**src/rtl/lsu_pkg.sv**
```systemverilog
// Shared types and constants for the load/store unit: FSM state encoding,
// RV32I funct3 size/sign codes and the full-word byte-enable mask.
package lsu_pkg;

    typedef enum logic [2:0] {
        IDLE = 3'd0,
        REQ  = 3'd1,
        WAIT = 3'd2,
        DONE = 3'd3,
        ERR  = 3'd4
    } lsu_state_t;

    localparam logic [2:0] F3_B  = 3'b000;
    localparam logic [2:0] F3_H  = 3'b001;
    localparam logic [2:0] F3_W  = 3'b010;
    localparam logic [2:0] F3_BU = 3'b100;
    localparam logic [2:0] F3_HU = 3'b101;

    localparam logic [3:0] BE_WORD = 4'b1111;

endpackage

```
**src/rtl/load_store_unit_if.sv**
```systemverilog
// Bundle of the execute-side request, data-memory handshake and load/status
// result signals. Suffixes _i/_o are named from the load/store unit's side.
interface load_store_unit_if;

    // execute-side request
    logic        req_valid_i;
    logic        req_ready_o;
    logic        req_we_i;
    logic [2:0]  req_funct3_i;
    logic [31:0] req_addr_i;
    logic [31:0] req_wdata_i;
    logic [4:0]  req_rd_i;

    // data-memory handshake
    logic        mem_req_o;
    logic        mem_gnt_i;
    logic        mem_we_o;
    logic [31:0] mem_addr_o;
    logic [3:0]  mem_be_o;
    logic [31:0] mem_wdata_o;
    logic        mem_rvalid_i;
    logic [31:0] mem_rdata_i;

    // load result and status
    logic [31:0] ld_data_o;
    logic [4:0]  ld_rd_o;
    logic        ld_wen_o;
    logic        st_done_o;
    logic        misalign_o;
    logic        busy_o;

    // the load/store unit itself
    modport master (
        input  req_valid_i, req_we_i, req_funct3_i, req_addr_i, req_wdata_i, req_rd_i,
        input  mem_gnt_i, mem_rvalid_i, mem_rdata_i,
        output req_ready_o,
        output mem_req_o, mem_we_o, mem_addr_o, mem_be_o, mem_wdata_o,
        output ld_data_o, ld_rd_o, ld_wen_o, st_done_o, misalign_o, busy_o
    );

    // execute stage / memory / register file around it
    modport slave (
        output req_valid_i, req_we_i, req_funct3_i, req_addr_i, req_wdata_i, req_rd_i,
        output mem_gnt_i, mem_rvalid_i, mem_rdata_i,
        input  req_ready_o,
        input  mem_req_o, mem_we_o, mem_addr_o, mem_be_o, mem_wdata_o,
        input  ld_data_o, ld_rd_o, ld_wen_o, st_done_o, misalign_o, busy_o
    );

endinterface

```
**src/rtl/lsu_data_align.sv**
```systemverilog
// Combinational lane logic for the load/store unit: byte enables, store-lane
// replication, load extraction with sign/zero extension, and the legality
// check for the funct3/alignment combination.
module lsu_data_align
    import lsu_pkg::*;
(
    input  logic [2:0]  i_funct3,
    input  logic        i_we,
    input  logic [1:0]  i_addr_lo,
    input  logic [31:0] i_wdata,
    input  logic [31:0] i_rdata,
    output logic [3:0]  o_be,
    output logic [31:0] o_st_data,
    output logic [31:0] o_ld_data,
    output logic        o_illegal
);

    logic [31:0] w_shifted;
    logic        w_bad_f3;
    logic        w_bad_align;

    // the addressed byte/half moves down to bit 0 before extension
    assign w_shifted = i_rdata >> {i_addr_lo, 3'b000};

    // byte enables and store lanes follow the access size (funct3[1:0])
    always_comb begin
        o_be      = BE_WORD;
        o_st_data = i_wdata;
        case (i_funct3[1:0])
            2'b00: begin
                o_be      = 4'b0001 << i_addr_lo;
                o_st_data = {4{i_wdata[7:0]}};
            end
            2'b01: begin
                o_be      = 4'b0011 << i_addr_lo;
                o_st_data = {2{i_wdata[15:0]}};
            end
            default: ;
        endcase
    end

    // extend the extracted field according to size and signedness
    always_comb begin
        o_ld_data = w_shifted;
        case (i_funct3)
            F3_B:    o_ld_data = {{24{w_shifted[7]}}, w_shifted[7:0]};
            F3_BU:   o_ld_data = {24'h000000, w_shifted[7:0]};
            F3_H:    o_ld_data = {{16{w_shifted[15]}}, w_shifted[15:0]};
            F3_HU:   o_ld_data = {16'h0000, w_shifted[15:0]};
            default: ;
        endcase
    end

    // unsupported funct3 for the direction, or a half/word off its natural boundary
    always_comb begin
        if (i_we) begin
            w_bad_f3 = !(i_funct3 inside {F3_B, F3_H, F3_W});
        end else begin
            w_bad_f3 = !(i_funct3 inside {F3_B, F3_H, F3_W, F3_BU, F3_HU});
        end
        w_bad_align = (((i_funct3 == F3_H) || (i_funct3 == F3_HU)) && i_addr_lo[0])
                    || ((i_funct3 == F3_W) && (i_addr_lo != 2'b00));
        o_illegal   = w_bad_f3 | w_bad_align;
    end

endmodule

```
**src/rtl/load_store_unit.sv**
```systemverilog
// Load/store unit: accepts one memory op from execute, runs a single-outstanding
// request/grant/rvalid handshake to data memory and returns extended load data
// to the register file with a one-cycle write pulse.
module load_store_unit
    import lsu_pkg::*;
(
    input  logic              clk_i,
    input  logic              regrst_i,
    load_store_unit_if.master bus
);

    lsu_state_t  r_state;
    lsu_state_t  w_state_nxt;

    // captured request fields needed after IDLE
    logic        r_we;
    logic [2:0]  r_funct3;
    logic [1:0]  r_addr_lo;
    logic [4:0]  r_rd;

    // registered outputs
    logic        r_mem_req;
    logic        r_mem_we;
    logic [31:0] r_mem_addr;
    logic [3:0]  r_mem_be;
    logic [31:0] r_mem_wdata;
    logic [31:0] r_ld_data;
    logic [4:0]  r_ld_rd;
    logic        r_ld_wen;
    logic        r_misalign;

    logic        w_idle;
    logic        w_accept;
    logic        w_grant;
    logic        w_rvalid;
    logic        w_we;
    logic [2:0]  w_funct3;
    logic [1:0]  w_addr_lo;
    logic [3:0]  w_be;
    logic [31:0] w_st_data;
    logic [31:0] w_ld_data;
    logic        w_illegal;

    assign w_idle   = (r_state == IDLE);
    assign w_accept = bus.req_valid_i & w_idle;
    assign w_grant  = (r_state == REQ)  & bus.mem_gnt_i;
    assign w_rvalid = (r_state == WAIT) & bus.mem_rvalid_i;

    // In IDLE the aligner looks at the incoming request (for legality, mask and
    // lanes); once busy it looks at the captured one (for load extraction).
    assign w_we      = w_idle ? bus.req_we_i         : r_we;
    assign w_funct3  = w_idle ? bus.req_funct3_i     : r_funct3;
    assign w_addr_lo = w_idle ? bus.req_addr_i[1:0]  : r_addr_lo;

    lsu_data_align u_align (
        .i_funct3  (w_funct3),
        .i_we      (w_we),
        .i_addr_lo (w_addr_lo),
        .i_wdata   (bus.req_wdata_i),
        .i_rdata   (bus.mem_rdata_i),
        .o_be      (w_be),
        .o_st_data (w_st_data),
        .o_ld_data (w_ld_data),
        .o_illegal (w_illegal)
    );

    // state register
    always_ff @(posedge clk_i or posedge regrst_i) begin
        if (regrst_i) begin
            r_state <= IDLE;
        end else begin
            r_state <= w_state_nxt;
        end
    end

    // next-state decode
    always_comb begin
        w_state_nxt = r_state;
        case (r_state)
            IDLE:    if (w_accept) w_state_nxt = w_illegal ? ERR : REQ;
            REQ:     if (bus.mem_gnt_i) w_state_nxt = r_we ? IDLE : WAIT;
            WAIT:    if (bus.mem_rvalid_i) w_state_nxt = DONE;
            DONE:    w_state_nxt = IDLE;
            ERR:     w_state_nxt = IDLE;
            default: w_state_nxt = IDLE;
        endcase
    end

    // capture the accepted request
    always_ff @(posedge clk_i or posedge regrst_i) begin
        if (regrst_i) begin
            r_we      <= 1'b0;
            r_funct3  <= 3'b000;
            r_addr_lo <= 2'b00;
            r_rd      <= 5'd0;
        end else if (w_accept) begin
            r_we      <= bus.req_we_i;
            r_funct3  <= bus.req_funct3_i;
            r_addr_lo <= bus.req_addr_i[1:0];
            r_rd      <= bus.req_rd_i;
        end
    end

    // memory request, load result and error pulse registers
    always_ff @(posedge clk_i or posedge regrst_i) begin
        if (regrst_i) begin
            r_mem_req   <= 1'b0;
            r_mem_we    <= 1'b0;
            r_mem_addr  <= 32'h0;
            r_mem_be    <= 4'h0;
            r_mem_wdata <= 32'h0;
            r_ld_data   <= 32'h0;
            r_ld_rd     <= 5'd0;
            r_ld_wen    <= 1'b0;
            r_misalign  <= 1'b0;
        end else begin
            r_ld_wen   <= 1'b0;
            r_misalign <= 1'b0;
            if (w_accept) begin
                if (w_illegal) begin
                    r_misalign <= 1'b1;
                end else begin
                    r_mem_req   <= 1'b1;
                    r_mem_we    <= bus.req_we_i;
                    r_mem_addr  <= {bus.req_addr_i[31:2], 2'b00};
                    r_mem_be    <= w_be;
                    r_mem_wdata <= w_st_data;
                end
            end
            if (w_grant) begin
                r_mem_req <= 1'b0;
                r_mem_we  <= 1'b0;
            end
            if (w_rvalid) begin
                r_ld_data <= w_ld_data;
                r_ld_rd   <= r_rd;
                r_ld_wen  <= 1'b1;
            end
        end
    end

    assign bus.req_ready_o = w_idle;
    assign bus.busy_o      = !w_idle;
    assign bus.mem_req_o   = r_mem_req;
    assign bus.mem_we_o    = r_mem_we;
    assign bus.mem_addr_o  = r_mem_addr;
    assign bus.mem_be_o    = r_mem_be;
    assign bus.mem_wdata_o = r_mem_wdata;
    assign bus.ld_data_o   = r_ld_data;
    assign bus.ld_rd_o     = r_ld_rd;
    assign bus.ld_wen_o    = r_ld_wen;
    assign bus.misalign_o  = r_misalign;
    // Store completion coincides with the grant cycle: a decode of the
    // registered REQ state and direction, qualified by the grant itself.
    assign bus.st_done_o   = w_grant & r_we;

endmodule

```
**src/flat_wrapper.sv**
```systemverilog
// flat-port wrapper written by rule: the top's interface ports become plain ports
module load_store_unit_flat import lsu_pkg::*;
  (clk_i, regrst_i, bus_req_valid_i, bus_req_we_i, bus_req_funct3_i, bus_req_addr_i, bus_req_wdata_i, bus_req_rd_i, bus_mem_gnt_i, bus_mem_rvalid_i, bus_mem_rdata_i, bus_req_ready_o, bus_mem_req_o, bus_mem_we_o, bus_mem_addr_o, bus_mem_be_o, bus_mem_wdata_o, bus_ld_data_o, bus_ld_rd_o, bus_ld_wen_o, bus_st_done_o, bus_misalign_o, bus_busy_o);
  load_store_unit_if bus_i ();
  input  logic clk_i;
  input  logic regrst_i;
  input wire logic [$bits(bus_i.req_valid_i)-1:0] bus_req_valid_i;
  input wire logic [$bits(bus_i.req_we_i)-1:0] bus_req_we_i;
  input wire logic [$bits(bus_i.req_funct3_i)-1:0] bus_req_funct3_i;
  input wire logic [$bits(bus_i.req_addr_i)-1:0] bus_req_addr_i;
  input wire logic [$bits(bus_i.req_wdata_i)-1:0] bus_req_wdata_i;
  input wire logic [$bits(bus_i.req_rd_i)-1:0] bus_req_rd_i;
  input wire logic [$bits(bus_i.mem_gnt_i)-1:0] bus_mem_gnt_i;
  input wire logic [$bits(bus_i.mem_rvalid_i)-1:0] bus_mem_rvalid_i;
  input wire logic [$bits(bus_i.mem_rdata_i)-1:0] bus_mem_rdata_i;
  output wire logic [$bits(bus_i.req_ready_o)-1:0] bus_req_ready_o;
  output wire logic [$bits(bus_i.mem_req_o)-1:0] bus_mem_req_o;
  output wire logic [$bits(bus_i.mem_we_o)-1:0] bus_mem_we_o;
  output wire logic [$bits(bus_i.mem_addr_o)-1:0] bus_mem_addr_o;
  output wire logic [$bits(bus_i.mem_be_o)-1:0] bus_mem_be_o;
  output wire logic [$bits(bus_i.mem_wdata_o)-1:0] bus_mem_wdata_o;
  output wire logic [$bits(bus_i.ld_data_o)-1:0] bus_ld_data_o;
  output wire logic [$bits(bus_i.ld_rd_o)-1:0] bus_ld_rd_o;
  output wire logic [$bits(bus_i.ld_wen_o)-1:0] bus_ld_wen_o;
  output wire logic [$bits(bus_i.st_done_o)-1:0] bus_st_done_o;
  output wire logic [$bits(bus_i.misalign_o)-1:0] bus_misalign_o;
  output wire logic [$bits(bus_i.busy_o)-1:0] bus_busy_o;
  assign bus_i.req_valid_i = bus_req_valid_i;
  assign bus_i.req_we_i = bus_req_we_i;
  assign bus_i.req_funct3_i = bus_req_funct3_i;
  assign bus_i.req_addr_i = bus_req_addr_i;
  assign bus_i.req_wdata_i = bus_req_wdata_i;
  assign bus_i.req_rd_i = bus_req_rd_i;
  assign bus_i.mem_gnt_i = bus_mem_gnt_i;
  assign bus_i.mem_rvalid_i = bus_mem_rvalid_i;
  assign bus_i.mem_rdata_i = bus_mem_rdata_i;
  assign bus_req_ready_o = bus_i.req_ready_o;
  assign bus_mem_req_o = bus_i.mem_req_o;
  assign bus_mem_we_o = bus_i.mem_we_o;
  assign bus_mem_addr_o = bus_i.mem_addr_o;
  assign bus_mem_be_o = bus_i.mem_be_o;
  assign bus_mem_wdata_o = bus_i.mem_wdata_o;
  assign bus_ld_data_o = bus_i.ld_data_o;
  assign bus_ld_rd_o = bus_i.ld_rd_o;
  assign bus_ld_wen_o = bus_i.ld_wen_o;
  assign bus_st_done_o = bus_i.st_done_o;
  assign bus_misalign_o = bus_i.misalign_o;
  assign bus_busy_o = bus_i.busy_o;
  load_store_unit u_core (.clk_i(clk_i), .regrst_i(regrst_i), .bus(bus_i));
endmodule
```
**config.mk**
```make
export PLATFORM = sky130hd
export DESIGN_NAME = load_store_unit_flat
export DESIGN_NICKNAME = d
export VERILOG_FILES = /design/src/rtl/lsu_pkg.sv /design/src/rtl/load_store_unit_if.sv /design/src/rtl/lsu_data_align.sv /design/src/rtl/load_store_unit.sv /design/src/flat_wrapper.sv
export SDC_FILE = /design/constraint.sdc
export NUM_CORES = 1
export LEC_CHECK = 0
export BUFFER_PORTS_ARGS = -buffer_cell sky130_fd_sc_hd__clkbuf_2
export CAP_MARGIN = 30
export CORE_UTILIZATION = 50
export CTS_BUF_LIST = sky130_fd_sc_hd__clkbuf_8
export CTS_CLUSTER_DIAMETER = 150
export CTS_CLUSTER_SIZE = 28
export DETAILED_ROUTE_END_ITERATION = 7
export GPL_ROUTABILITY_DRIVEN = 0
export PLACE_DENSITY = 0.81
export SYNTH_ARGS = -nofsm -noshare
export SYNTH_HDL_FRONTEND = slang
export SYNTH_SLANG_ARGS = --single-unit
```
**constraint.sdc**
```tcl
create_clock -name clk_i -period 4.88 [get_ports clk_i]
set_input_delay 0.488 -clock clk_i [delete_from_list [all_inputs] [get_ports clk_i]]
set_output_delay 0.488 -clock clk_i [all_outputs]
set_load 0.01 [all_outputs]
```
# == Word-level counts from Yosys, hierarchy flattened ==
# Cells that the tools add are included.
# totals
regBits,121
input_bits,110
output_inout_bits,112
elab_cells,73
# classes
eq_ne,11
shifts,3
n_mux,22
n_bitwise,6
reduce_logical,17
# ops
cell,n
32-bit case mux with 4 select lines,1
32-bit case mux with 2 select lines,1
32-bit by 5-bit right shift with 32-bit output,1
3-bit 2-to-1 mux,5
1-bit 2-to-1 mux,11
3-bit case mux with 3 select lines,1
4-bit case mux with 2 select lines,1
"3-bit by 1-bit equality test with 1-bit output, second input constant",2
"3-bit by 2-bit equality test with 1-bit output, second input constant",2
"3-bit equality test, second input constant",2
3-bit zero test,2
"2-bit inequality test, second input constant",3
5-bit nonzero test,1
1-bit bitwise AND,4
2-bit 2-to-1 mux,2
2-bit AND reduction,2
2-bit nonzero test,2
"1-bit by 2-bit << shifter with 4-bit output, first input constant",1
"2-bit by 2-bit << shifter with 4-bit output, first input constant",1
1-bit zero test,3
3-bit AND reduction,1
3-bit nonzero test,1
"2-bit by 1-bit equality test with 1-bit output, second input constant",1
1-bit logical AND,2
5 further kinds,6

# == Logic depth before layout (Yosys ltp) ==
# Gate-level depths: netlist of run 1.
# depth
ltp_word,10
ltp_mapped,8
ltp_nobuf,6

# == By module ==
# From an unflattened synthesis of run 1, not the netlist that was laid out.
# hier_totals
cells_unflattened,474
hier_area_um2,6129.6
# by_module_without_submodules
module,instances,cells_per_inst,area_each_um2,seq_area_each_um2
load_store_unit,1,281,4839.6,3027.9
lsu_data_align,1,193,1290.0,0.0

# == Worst setup path before layout of run 1 ==
# OpenSTA, ideal clock, no wires.
# synth_timing
path_kind,register to register
start,reg u_core.r_state[0]
end,"reg u_core.r_mem_be[0], in the netlist u_core.bus.mem_be_o[0]"
setup_ns,0.125
arrival_time_ns,2.316
required_ns,4.755
slack_ns,2.439
stages_incl_launch_ff,9
path_buffers,3
synth_period_minus_slack_ns,2.441
cell_sequence,dfrtp_1 > or3_1 > buf_2 > inv_1 > mux2i_1 > buf_2 > clkbuf_1 > o21ai_0 > mux2_2
# synth_between
elab_chain_len,9
elab_cells_between_ends,28
classes_between,eq/ne: 5; shift: 2; mux: 5; bitwise: 3; reduce/logical: 13
# synth_rtl
item,line,source
from (decl),load_store_unit.sv:12,lsu_state_t r_state;
from (signal assigned),load_store_unit.sv:72,r_state <= w_state_nxt;
3-bit zero test (*),load_store_unit.sv:44,assign w_idle = (r_state == IDLE);
via bus_req_ready_o,flat_wrapper.sv:16,output wire logic [$bits(bus_i.req_ready_o)-1:0] bus_req_ready_o;
3-bit 2-to-1 mux,load_store_unit.sv:52,assign w_funct3 = w_idle ? bus.req_funct3_i : r_funct3;
3-bit by 1-bit equality test with 1-bit output (tied with other cells),"lsu_data_align.sv:57, lsu_data_align.sv:59, lsu_data_align.sv:61",
5-bit nonzero test (tied with other cells),lsu_data_align.sv:59,"w_bad_f3 = !(i_funct3 inside {F3_B, F3_H, F3_W, F3_BU, F3_HU});"
1-bit zero test (tied with other cells),lsu_data_align.sv:59,
1-bit 2-to-1 mux / 1-bit logical OR (equally long branches),"lsu_data_align.sv:56, lsu_data_align.sv:62",
1-bit bitwise OR,lsu_data_align.sv:63,o_illegal = w_bad_f3 | w_bad_align;
1-bit inverter (no line),-,
2-bit AND reduction (no line),-,
to (signal assigned),load_store_unit.sv:126,r_mem_be <= w_be;
to (decl),load_store_unit.sv:25,logic [3:0] r_mem_be;
# The timed path passes the listed nets; every way through them passes the cells marked *.
# A chain may end at the register's enable or synchronous reset.

# == Final worst setup path of run 1 ==
# layout_timing
start,reg u_core.r_state[0]
end,"reg u_core.r_mem_wdata[4], in the netlist u_core.bus.mem_wdata_o[4]"
# layout_between
elab_chain_len,9
elab_cells_between_ends,23
classes_between,eq/ne: 4; mux: 4; bitwise: 3; reduce/logical: 12
# layout_rtl
item,line,source
3-bit zero test (*),load_store_unit.sv:44,
3-bit 2-to-1 mux,load_store_unit.sv:52,
3-bit by 1-bit equality test with 1-bit output (tied with other cells),"lsu_data_align.sv:57, lsu_data_align.sv:59, lsu_data_align.sv:61",
5-bit nonzero test (tied with other cells),lsu_data_align.sv:59,
1-bit zero test (tied with other cells),lsu_data_align.sv:59,
1-bit 2-to-1 mux / 1-bit logical OR (equally long branches),"lsu_data_align.sv:56, lsu_data_align.sv:62",
1-bit bitwise OR,lsu_data_align.sv:63,
1-bit inverter (no line),-,
2-bit AND reduction (no line) (*),-,
to (signal assigned),load_store_unit.sv:127,r_mem_wdata <= w_st_data;
to (decl),load_store_unit.sv:26,logic [31:0] r_mem_wdata;
# Every way passes the cells marked *; elsewhere a longest branch is shown, timed or not.

==> impl_metrics.ini, run 1 <==
[run_status]
status = complete, no violations

[drt]
wl_met1_um = 6280
dr.pass1.iters = 5
drc = 0
wl_met2_um = 7470
highest_layer = met4
totalWireLength_um = 15300
routed-wl-met3_um = 1250
antenna_left = 0
drt-initial-drc-count = 342
viasPerCell = 5.53
wl_per_cell_um = 17.7
vias = 4786

[critical_path]
r2r-end = u_core.bus.mem_wdata_o[4]
path_class = register to register
r2r_start = u_core.r_state[0]
slowest_delay_ns = 0.73
crit_path_top_delay_cell = buf_4
end_kind = register
cp_common_cell = buf_4
reg2regPathDepth = 7
r2r_slack_ns = 1.53
cp-start-kind = register
cp.arrival_ns = 3.66
cp_top_family = buffers and inverters
worstPathMaxFanout = 68
cp.buffers_inverters = 2
critPathRequiredTime_ns = 5.19
crit_chain = or4b_4 -> and2_1 -> buf_4 -> a41o_1 -> nand3_4 -> buf_4 -> mux2_2

[sta]
final_max_slew_viol_count = 0
hold_viol = 0
period_share_pct = 68.6
worst_slew_pin_slew_ns = 0.981
setup_tns_ns = 0
finalCriticalPeriod_ns = 3.35
fmax_mhz = 299
grt_setup_unrepaired = no
slew_headroom_pct = 34.6
finalSetupViolCount = 0
clock_skew_ns = 0.0111

[clocking]
cts_tree = yes
h-tree-depth = 4
clockBufferDepth = 2
clock_latency_ns = 0.44
cts_hold_buf = 0
postCtsSetupRepairBufs = 0
cts-root-buf = clkbuf_8
cts_num_sinks = 121
numCtsBuffers = 17
clk_pin_slew_ns = 0.07
cts_resized = 0

[flow_run]
maxCapViolations = 0

[placement]
dpl.hpwl_um = 11100
io_buffers = 219
detailed_place.area_sq_um = 7040

[floorplan]
die-area_sq_um = 12200
die_h_um = 111
coreArea_sq_um = 11500
io_pins = 222
initial_core_util_pct = 51.4
die_x_um = 111
placementRows = 39

[synthesis]
yosysSeqAreaShare_pct = 51.4
synth_top_area_share_pct = 51.4
async_flop_share_pct = 100
synth.distinct_cells = 48
synth_common_cells = 121 x dfrtp_1, 81 x mux2_2, 52 x nand2_1, 37 x o21ai_0, 27 x nor2_1
yosysWarnings = 0
synth_edf_count = 0
synthCells = 499
syn_area_sq_um = 5890
yosys-top-cells-area = dfrtp_1 51%, mux2_2 15%, mux2_4 5.1%, nand2_1 3.3%, o21ai_0 3.1%
syn_area_per_cell_sq_um = 11.8
yosysMostFrequentCell = dfrtp_1
synth_top_flop_cell = dfrtp_1
yosys.area.top_type = dfrtp_1
ys_ff_latch = 121

[grt]
gr-total-overflow = 0
grt_max_degree = 72
grt_pass1_vias = 4821
antenna_found_initial = 0
grt_pass1_wl_um = 24700
grt_usage_pct = 25.9

[layout]
num_antenna_cells = 0
area_delta_synth_final_pct = 26.5
drive_gt1_share_pct = 51.5
final_nets = 821
post-route-cell-area_sq_um = 7450

[power_and_ir_drop]
leakage_nw = 3.76
ir_drop_uv = 449
power_density_nw_per_um2 = 724
power_mw = 5.40

[min_path]
hold_class = input port to async pin
-- layout by cell type, fill, tap and decap left out, types with 3 or more instances in the layout --
cell and count:
a21oi_1 20, a31oi_1 9, a32oi_1 9, and2_1 11, buf_4 5, bufinv_16 3, clkbuf_2 219, clkbuf_8 20
clkinv_2 5, dfrtp_1 121, inv_1 7, mux2_2 81, mux2_4 20, mux2i_1 17, nand2_1 52, nand3_1 12
nor2_1 27, o21ai_0 37, o221ai_1 6, or3_1 3
-- stage by stage --
stage	util (%)	setup WS (ns)	hold WS (ns)	instances
after floorplan	-	1.18	0.433	500
after global placement	61.4	1.67	0.442	834
after detailed placement	61.4	1.58	0.460	834
after CTS	64.9	1.56	0.241	864
after global routing	65.0	1.40	0.250	865
final	65.0	1.53	0.211	865
-- where the power goes --
group          switching [mW]  internal [mW]
clock                   0.387          0.533
sequential              0.318           1.49
combinational            1.41           1.26
total                    2.11           3.28
-- metal layers --
layer	vias to the layer above	track usage (%)
li1	2212	-
met3	29	8.62
met1	2318	30.9
met5	-	0
met2	227	42.6
met4	0	11.6
-- cells by family after synthesis --
logic type | after synthesis | synth area share (%)
other | 1 | 0.0636
AOI/OAI and AO/OA | 98 | 11.2
muxes | 120 | 23.9
DFF | 121 | 51.4
buffers and inverters | 40 | 3.72
and+or+nand+nor | 119 | 9.79
-- worst max path at each step --
| stage | start | end | depth (start not counted) |
|---|---|---|---|
| 6_report | u_core.r_state[0] | u_core.bus.mem_wdata_o[4] | 7 |
| 5_1_grt | u_core.r_state[0] | u_core.bus.mem_wdata_o[27] | 7 |
| 4_1_cts | u_core.r_state[0] | u_core.bus.mem_wdata_o[27] | 7 |
| 3_5_place_dp | u_core.r_state[0] | u_core.bus.mem_wdata_o[28] | 7 |
| 3_3_place_gp | u_core.r_state[0] | u_core.bus.mem_wdata_o[18] | 7 |
| 2_1_floorplan | regrst_i | u_core.bus.ld_data_o[0] | 1 |
-- area by class of cell --
cell class / instances / area (sq um)
Fill cell: 925 / 4020
Multi-Input combinational cell: 339 / 2670
Clock inverter: 10 / 126
Sequential cell: 121 / 3030
Inverter: 7 / 28.8
Timing Repair Buffer: 225 / 1140
Tap cell: 143 / 179
Clock buffer: 20 / 275
-- sequential cells by signal, summed over array words and instances (netlist names) --
signal                  flops
u_core.bus.ld_rd_o          5
u_core.r_we                 1
u_core.bus.mem_we_o         1
u_core.bus.mem_be_o         4
u_core.bus.mem_addr_o      30
u_core.bus.mem_wdata_o     32
u_core.r_addr_lo            2
u_core.bus.misalign_o       1
u_core.bus.ld_data_o       32
u_core.r_funct3             3
u_core.r_state              3
u_core.bus.mem_req_o        1
u_core.r_rd                 5
u_core.bus.ld_wen_o         1
Power figures use the tool's default switching activity.
==> run 2: changes to the inputs <==
--- a/config.mk
+++ b/config.mk
@@ -5,15 +5,16 @@
 export SDC_FILE = /design/constraint.sdc
 export NUM_CORES = 1
 export LEC_CHECK = 0
+export ABC_AREA = 1
 export BUFFER_PORTS_ARGS = -buffer_cell sky130_fd_sc_hd__clkbuf_2
 export CAP_MARGIN = 30
-export CORE_UTILIZATION = 50
+export CORE_UTILIZATION = 46
 export CTS_BUF_LIST = sky130_fd_sc_hd__clkbuf_8
 export CTS_CLUSTER_DIAMETER = 150
 export CTS_CLUSTER_SIZE = 28
 export DETAILED_ROUTE_END_ITERATION = 7
 export GPL_ROUTABILITY_DRIVEN = 0
-export PLACE_DENSITY = 0.81
+export PLACE_DENSITY = 0.78
 export SYNTH_ARGS = -nofsm -noshare
 export SYNTH_HDL_FRONTEND = slang
 export SYNTH_SLANG_ARGS = --single-unit
==> constraint.sdc (replaced) <==
create_clock -name clk_i -period 2.79 [get_ports clk_i]
set_input_delay 0.279 -clock clk_i [delete_from_list [all_inputs] [get_ports clk_i]]
set_output_delay 0.279 -clock clk_i [all_outputs]
set_load 0.01 [all_outputs]
==> run 2 against run 1 <==
Net effect:
- die area grew 11%
- sequential share of layout area is 0.99 points lower
- non-clock buffer count up 8
- utilization decreased by 4.7 points
- clock-buffer cell count is 1 lower
- critical path type unchanged
- highest routed layer unchanged
==> impl_metrics.ini, run 2 <==
[power_and_ir_drop]
ir_drop_uv = 743
power_mw = 9.94
leakage_nw = 4.42
power_density_nw_per_um2 = 1300

[grt]
grt_max_degree = 69
grt_pass1_vias = 5192
grt_pass1_wl_um = 25600
antenna_found_initial = 0
grt_usage_pct = 24.8
gr-total-overflow = 0

[sta]
hold_viol = 0
slew_headroom_pct = 43.1
worst_slew_pin_slew_ns = 0.853
fin_ws_ns = 0.448
fmax_mhz = 427
finalSetupViolCount = 0
holdWs_ns = 0.0542
final_max_slew_viol_count = 0
clock_skew_ns = 0.00943
setup_tns_ns = 0
grt_setup_unrepaired = no
finalCriticalPeriod_ns = 2.34
period_share_pct = 84.0

[drt]
antenna_left = 0
wl_per_cell_um = 14.0
drt-initial-drc-count = 488
vias = 5792
totalWireLength_um = 16600
dr.pass1.iters = 5
drc = 0
viasPerCell = 4.90

[critical_path]
cp.arrival_ns = 2.67
worstPathMaxFanout = 25
crit_chain = nor2_4 -> nand2_2 -> nand2_2 -> nand2_2 -> buf_4 -> inv_2 -> nand3_1 -> nand3_2 -> nand3_1 -> nand2_1 -> inv_1
end_kind = register
path_class = register to register
r2r_slack_ns = 0.45
cp.buffers_inverters = 3
cp-start-kind = register
crit_path_top_delay_cell = dfrtp_1
critPathRequiredTime_ns = 3.11
slowest_delay_ns = 0.41
reg2regPathDepth = 11
path_depth = 11
cp_common_cell = nand2_2
cp_top_family = simple AND/OR/NAND/NOR gates

[synthesis]
async_flop_share_pct = 100
synth_top_flop_cell = dfrtp_1
yosysMostFrequentCell = nand2_1
syn_area_sq_um = 6020
ys_ff_latch = 121
synthCells = 791
synth_top_area_share_pct = 50.3
synth_common_cells = 301 x nand2_1, 121 x dfrtp_1, 88 x nand3_1, 67 x o21ai_0, 61 x inv_1
synth_edf_count = 0
yosys-top-cells-area = dfrtp_1 50%, nand2_1 19%, nand3_1 7.3%, o21ai_0 5.6%, inv_1 3.8%
yosysSeqAreaShare_pct = 50.3
synth.distinct_cells = 26
syn_area_per_cell_sq_um = 7.61
yosys.area.top_type = dfrtp_1
yosysWarnings = 0

[clocking]
numCtsBuffers = 17
cts-root-buf = clkbuf_8
cts_num_sinks = 121
clk_pin_slew_ns = 0.07
postCtsSetupRepairBufs = 0
cts_resized = 0
clockBufferDepth = 2
clock_latency_ns = 0.43
cts_tree = yes
h-tree-depth = 4

[run_status]
status = complete, no violations

[floorplan]
die_h_um = 116
initial_core_util_pct = 47.5
placementRows = 41
die_x_um = 116
io_pins = 222
die-area_sq_um = 13500
coreArea_sq_um = 12700

[min_path]
hold_class = input port to register
min_path_cells = 3

[layout]
num_antenna_cells = 0
final_nets = 1108
final_core_util_pct = 60.3
stdcell_count = 1183
final_common_cell = nand2_1
fill_cells = 1196
post-route-cell-area_sq_um = 7640
mostFrequentLayoutCells = 301 x nand2_1, 219 x clkbuf_2, 121 x dfrtp_1, 88 x nand3_1, 67 x o21ai_0
area_delta_synth_final_pct = 26.9
seqCellArea_sq_um = 3030
multi_input_comb_area_sq_um = 2490
drive_gt1_share_pct = 30.5

[placement]
detailed_place.area_sq_um = 7240
pre_cts_slack_ns = 0.472
dpl.hpwl_um = 12000
dp_cells = 1150
io_buffers = 219

[flow_run]
maxCapViolations = 0
[run 2: cell count changes after synthesis, sizes merged, moves of 19 or more]
cell / delta
inv: +60
mux2: -100
mux2i: -19
nand2: +260
nand3: +79
o21ai: +32
[run 2: tightest hold or removal path: cells and delay by family]
family	cells	cell delay, ns
buffers and inverters	1	0.07
AO/OA/AOI/OAI	1	0.05
AND/OR/NAND/NOR	1	0.04
[run 2: what timing repair did]
action                     CTS  global route
setup endpoints to repair    0             0
hold endpoints to repair    18             0
hold buffers                 1             0
[run 2: kinds of logic (layout without fill, tap and decap cells)]
logic type	Yosys count	count (layout)	synth area share, %
flip-flops	121	121	50.3
AO/OA/AOI/OAI	98	98	8.48
buffers and inverters	113	332	8.40
multiplexers	1	1	0.187
other	1	2	0.0623
AND/OR/NAND/NOR	457	457	32.5
[run 2: power breakdown]
part,total [mW],switching [mW],internal [mW]
combinational,5.40,3.53,1.88
sequential,3.00,0.434,2.57
clock,1.54,0.705,0.831
total,9.94,4.66,5.28
[run 2: final timing paths]
check | from | end
worst max-delay path | u_core.r_state[0] | u_core.bus.ld_data_o[24]
worst min-delay path | bus_req_rd_i[3] | u_core.r_rd[3]
worst max register to register | u_core.r_state[0] | u_core.bus.ld_data_o[24]
worst min register to register | u_core.bus.mem_we_o | u_core.bus.mem_we_o
max in group asynchronous | regrst_i | u_core.bus.mem_req_o
min in group asynchronous | regrst_i | u_core.bus.ld_data_o[2]
[run 2: per-layer routing]
layer	vias to the layer above	share of wire [%]	GRT usage (%)
met5	-	0	0
li1	2918	-	-
met4	0	2.2	10.3
met2	213	48	38.7
met3	30	6.3	6.02
met1	2631	44	33.0
[run 2: layout make-up]
cell class | instances | share of cell area, %
Timing Repair Buffer | 233 | 16.4
Sequential cell | 121 | 39.6
Clock buffer | 19 | 3.42
Multi-Input combinational cell | 558 | 32.7
Clock inverter | 13 | 1.69
Tap cell | 172 | 2.82
Inverter | 67 | 3.34
==> run 3: changes to the inputs <==
--- a/config.mk
+++ b/config.mk
@@ -8,13 +8,13 @@
 export ABC_AREA = 1
 export BUFFER_PORTS_ARGS = -buffer_cell sky130_fd_sc_hd__clkbuf_2
 export CAP_MARGIN = 30
-export CORE_UTILIZATION = 46
+export CORE_UTILIZATION = 50
 export CTS_BUF_LIST = sky130_fd_sc_hd__clkbuf_8
 export CTS_CLUSTER_DIAMETER = 150
 export CTS_CLUSTER_SIZE = 28
 export DETAILED_ROUTE_END_ITERATION = 7
 export GPL_ROUTABILITY_DRIVEN = 0
-export PLACE_DENSITY = 0.78
+export PLACE_DENSITY = 0.81
 export SYNTH_ARGS = -nofsm -noshare
 export SYNTH_HDL_FRONTEND = slang
 export SYNTH_SLANG_ARGS = --single-unit
==> constraint.sdc (replaced) <==
create_clock -name clk_i -period 2.25 [get_ports clk_i]
set_input_delay 0.225 -clock clk_i [delete_from_list [all_inputs] [get_ports clk_i]]
set_output_delay 0.225 -clock clk_i [all_outputs]
set_load 0.01 [all_outputs]
==> run 3 against run 2 <==
Net effect:
- clock-buffer cell count is 2 higher
- maximum frequency is 18% higher
- sequential power is 23% higher
- combinational power is 29% higher
- register-to-register slack worse by 0.18 ns
- first-iteration DRC count is 27% higher
- die area is 7.9% lower
- the run now ends with DRC left
==> impl_metrics.ini, run 3 (synthesis results as in run 2) <==
[run_status]
status = complete, but fails checks
violations = DRC

[drt]
dr.pass1.iters = 8
drt-initial-drc-count = 619
drc = 16
antenna_left = 0
vias = 5990
wl_per_cell_um = 14.0
viasPerCell = 5.07
totalWireLength_um = 16600

[critical_path]
worstPathMaxFanout = 53
cp-endpoint = u_core.bus.mem_addr_o[4]
r2r-end = u_core.bus.mem_addr_o[4]
critPathRequiredTime_ns = 2.62
cp.arrival_ns = 2.36
r2r_slack_ns = 0.27
end_kind = register
path_class = register to register
cp-startpoint = u_core.r_state[0]
cp-start-kind = register
r2r_start = u_core.r_state[0]
reg2regPathDepth = 11

[min_path]
hold_class = input port to register

[layout]
num_antenna_cells = 0
fill_cells = 1006
final_core_util_pct = 67.9
stdcell_count = 1182
area_delta_synth_final_pct = 30.5
drive_gt1_share_pct = 29.8
final_nets = 1140
mostFrequentLayoutCells = 301 x nand2_1, 219 x clkbuf_2, 121 x dfrtp_1, 88 x nand3_1, 67 x o21ai_0
post-route-cell-area_sq_um = 7850
final_common_cell = nand2_1

[floorplan]
initial_core_util_pct = 52.0
die_x_um = 112
io_pins = 222
die-area_sq_um = 12500
coreArea_sq_um = 11600
placementRows = 39
die_h_um = 112

[placement]
io_buffers = 219
dp_cells = 1129
pre_cts_slack_ns = 0.129
dpl.hpwl_um = 11600
detailed_place.area_sq_um = 7260

[clocking]
clockBufferDepth = 2
clk_pin_slew_ns = 0.07
cts_tree = yes
clock_latency_ns = 0.43
numCtsBuffers = 17
cts_num_sinks = 121
h-tree-depth = 4
cts-root-buf = clkbuf_8

[power_and_ir_drop]
power_density_nw_per_um2 = 1570
ir_drop_uv = 744
leakage_nw = 4.55
power_mw = 12.3

[sta]
fin_ws_ns = 0.266
worst_slew_pin_slew_ns = 0.678
fmax_mhz = 504
grt_setup_unrepaired = no
finalCriticalPeriod_ns = 1.98
setup_tns_ns = 0
clock_skew_ns = 0.00773
period_share_pct = 88.2
holdWs_ns = 0.0252
finalSetupViolCount = 0
hold_viol = 0
slew_headroom_pct = 54.8
final_max_slew_viol_count = 0

[flow_run]
maxCapViolations = 0

[grt]
grt_pass1_wl_um = 27400
grt_pass1_vias = 5682
antenna_found_initial = 0
grt_max_degree = 122
grt_usage_pct = 28.0
gr-total-overflow = 0
-- run 3: cell types whose count changed in the layout (fill, tap and decap cells not counted), sizes merged --
| cell | previous run | this run |
|---|---|---|
| dlygate4sd3 | 1 | 25 |
| buf | 13 | 21 |
| clkinv | 7 | 4 |
| clkinvlp | 4 | 1 |
| bufinv | 2 | 0 |
| clkbuf | 238 | 240 |
| inv | 67 | 69 |
-- run 3: timing repair --
| action | CTS | global route |
|---|---|---|
| endpoints found under the setup margin | 0 | 72 |
| hold buffers | 24 | 1 |
| gates resized for setup | 0 | 4 |
| endpoints found under the hold margin | 97 | 1 |
| buffers inserted | 0 | 0 |
-- run 3: layout make-up --
class                      instances  area (sq um)  area share (%)
multi-input combinational        558          2510            32.0
sequential                       121          3030            38.6
timing repair buffer             265          1550            19.8
inverter                          67           258            3.28
clock buffer                      21           289            3.68
clock inverter                     7          31.3           0.398
tap                              143           179            2.28
-- run 3: worst max-delay path, stage by stage, from the launching register on --
cell	delay (ns)
dfrtp_1	0.40
nor2_4	0.20
nand2_4	0.15
nand2_1	0.10
nand2_2	0.11
inv_2	0.09
buf_4	0.21
o21ai_2	0.10
nand3_2	0.12
buf_12	0.24
nand2_1	0.10
nand2_1	0.09
-- run 3: where the power goes --
group / switching [mW] / internal (mW)
Combinational: 4.44 / 2.55
Sequential: 0.520 / 3.19
Clock: 0.795 / 0.832
-- run 3: how the worst min path moves through the flow --
stage,from,end,slack [ns],cells after the start
final,bus_req_addr_i[13],u_core.bus.mem_addr_o[13],0.03,3
after global routing,bus_req_addr_i[9],u_core.bus.mem_addr_o[9],0.008,3
after CTS,bus_req_addr_i[6],u_core.bus.mem_addr_o[6],0.001,3
after detailed placement,bus_req_rd_i[0],u_core.r_rd[0],0.44,3
after global placement,bus_req_rd_i[0],u_core.r_rd[0],0.43,3
after floorplan,bus_req_addr_i[0],u_core.r_addr_lo[0],0.35,2
-- run 3: routing by layer --
| layer | track usage (%) | vias to the layer above | part of all wire [%] |
|---|---|---|---|
| li1 | - | 2969 | - |
| met1 | 37.2 | 2736 | 43 |
| met2 | 44.0 | 242 | 47 |
| met3 | 6.64 | 43 | 6.3 |
| met4 | 12.3 | 0 | 2.9 |
| met5 | 0 | - | 0 |
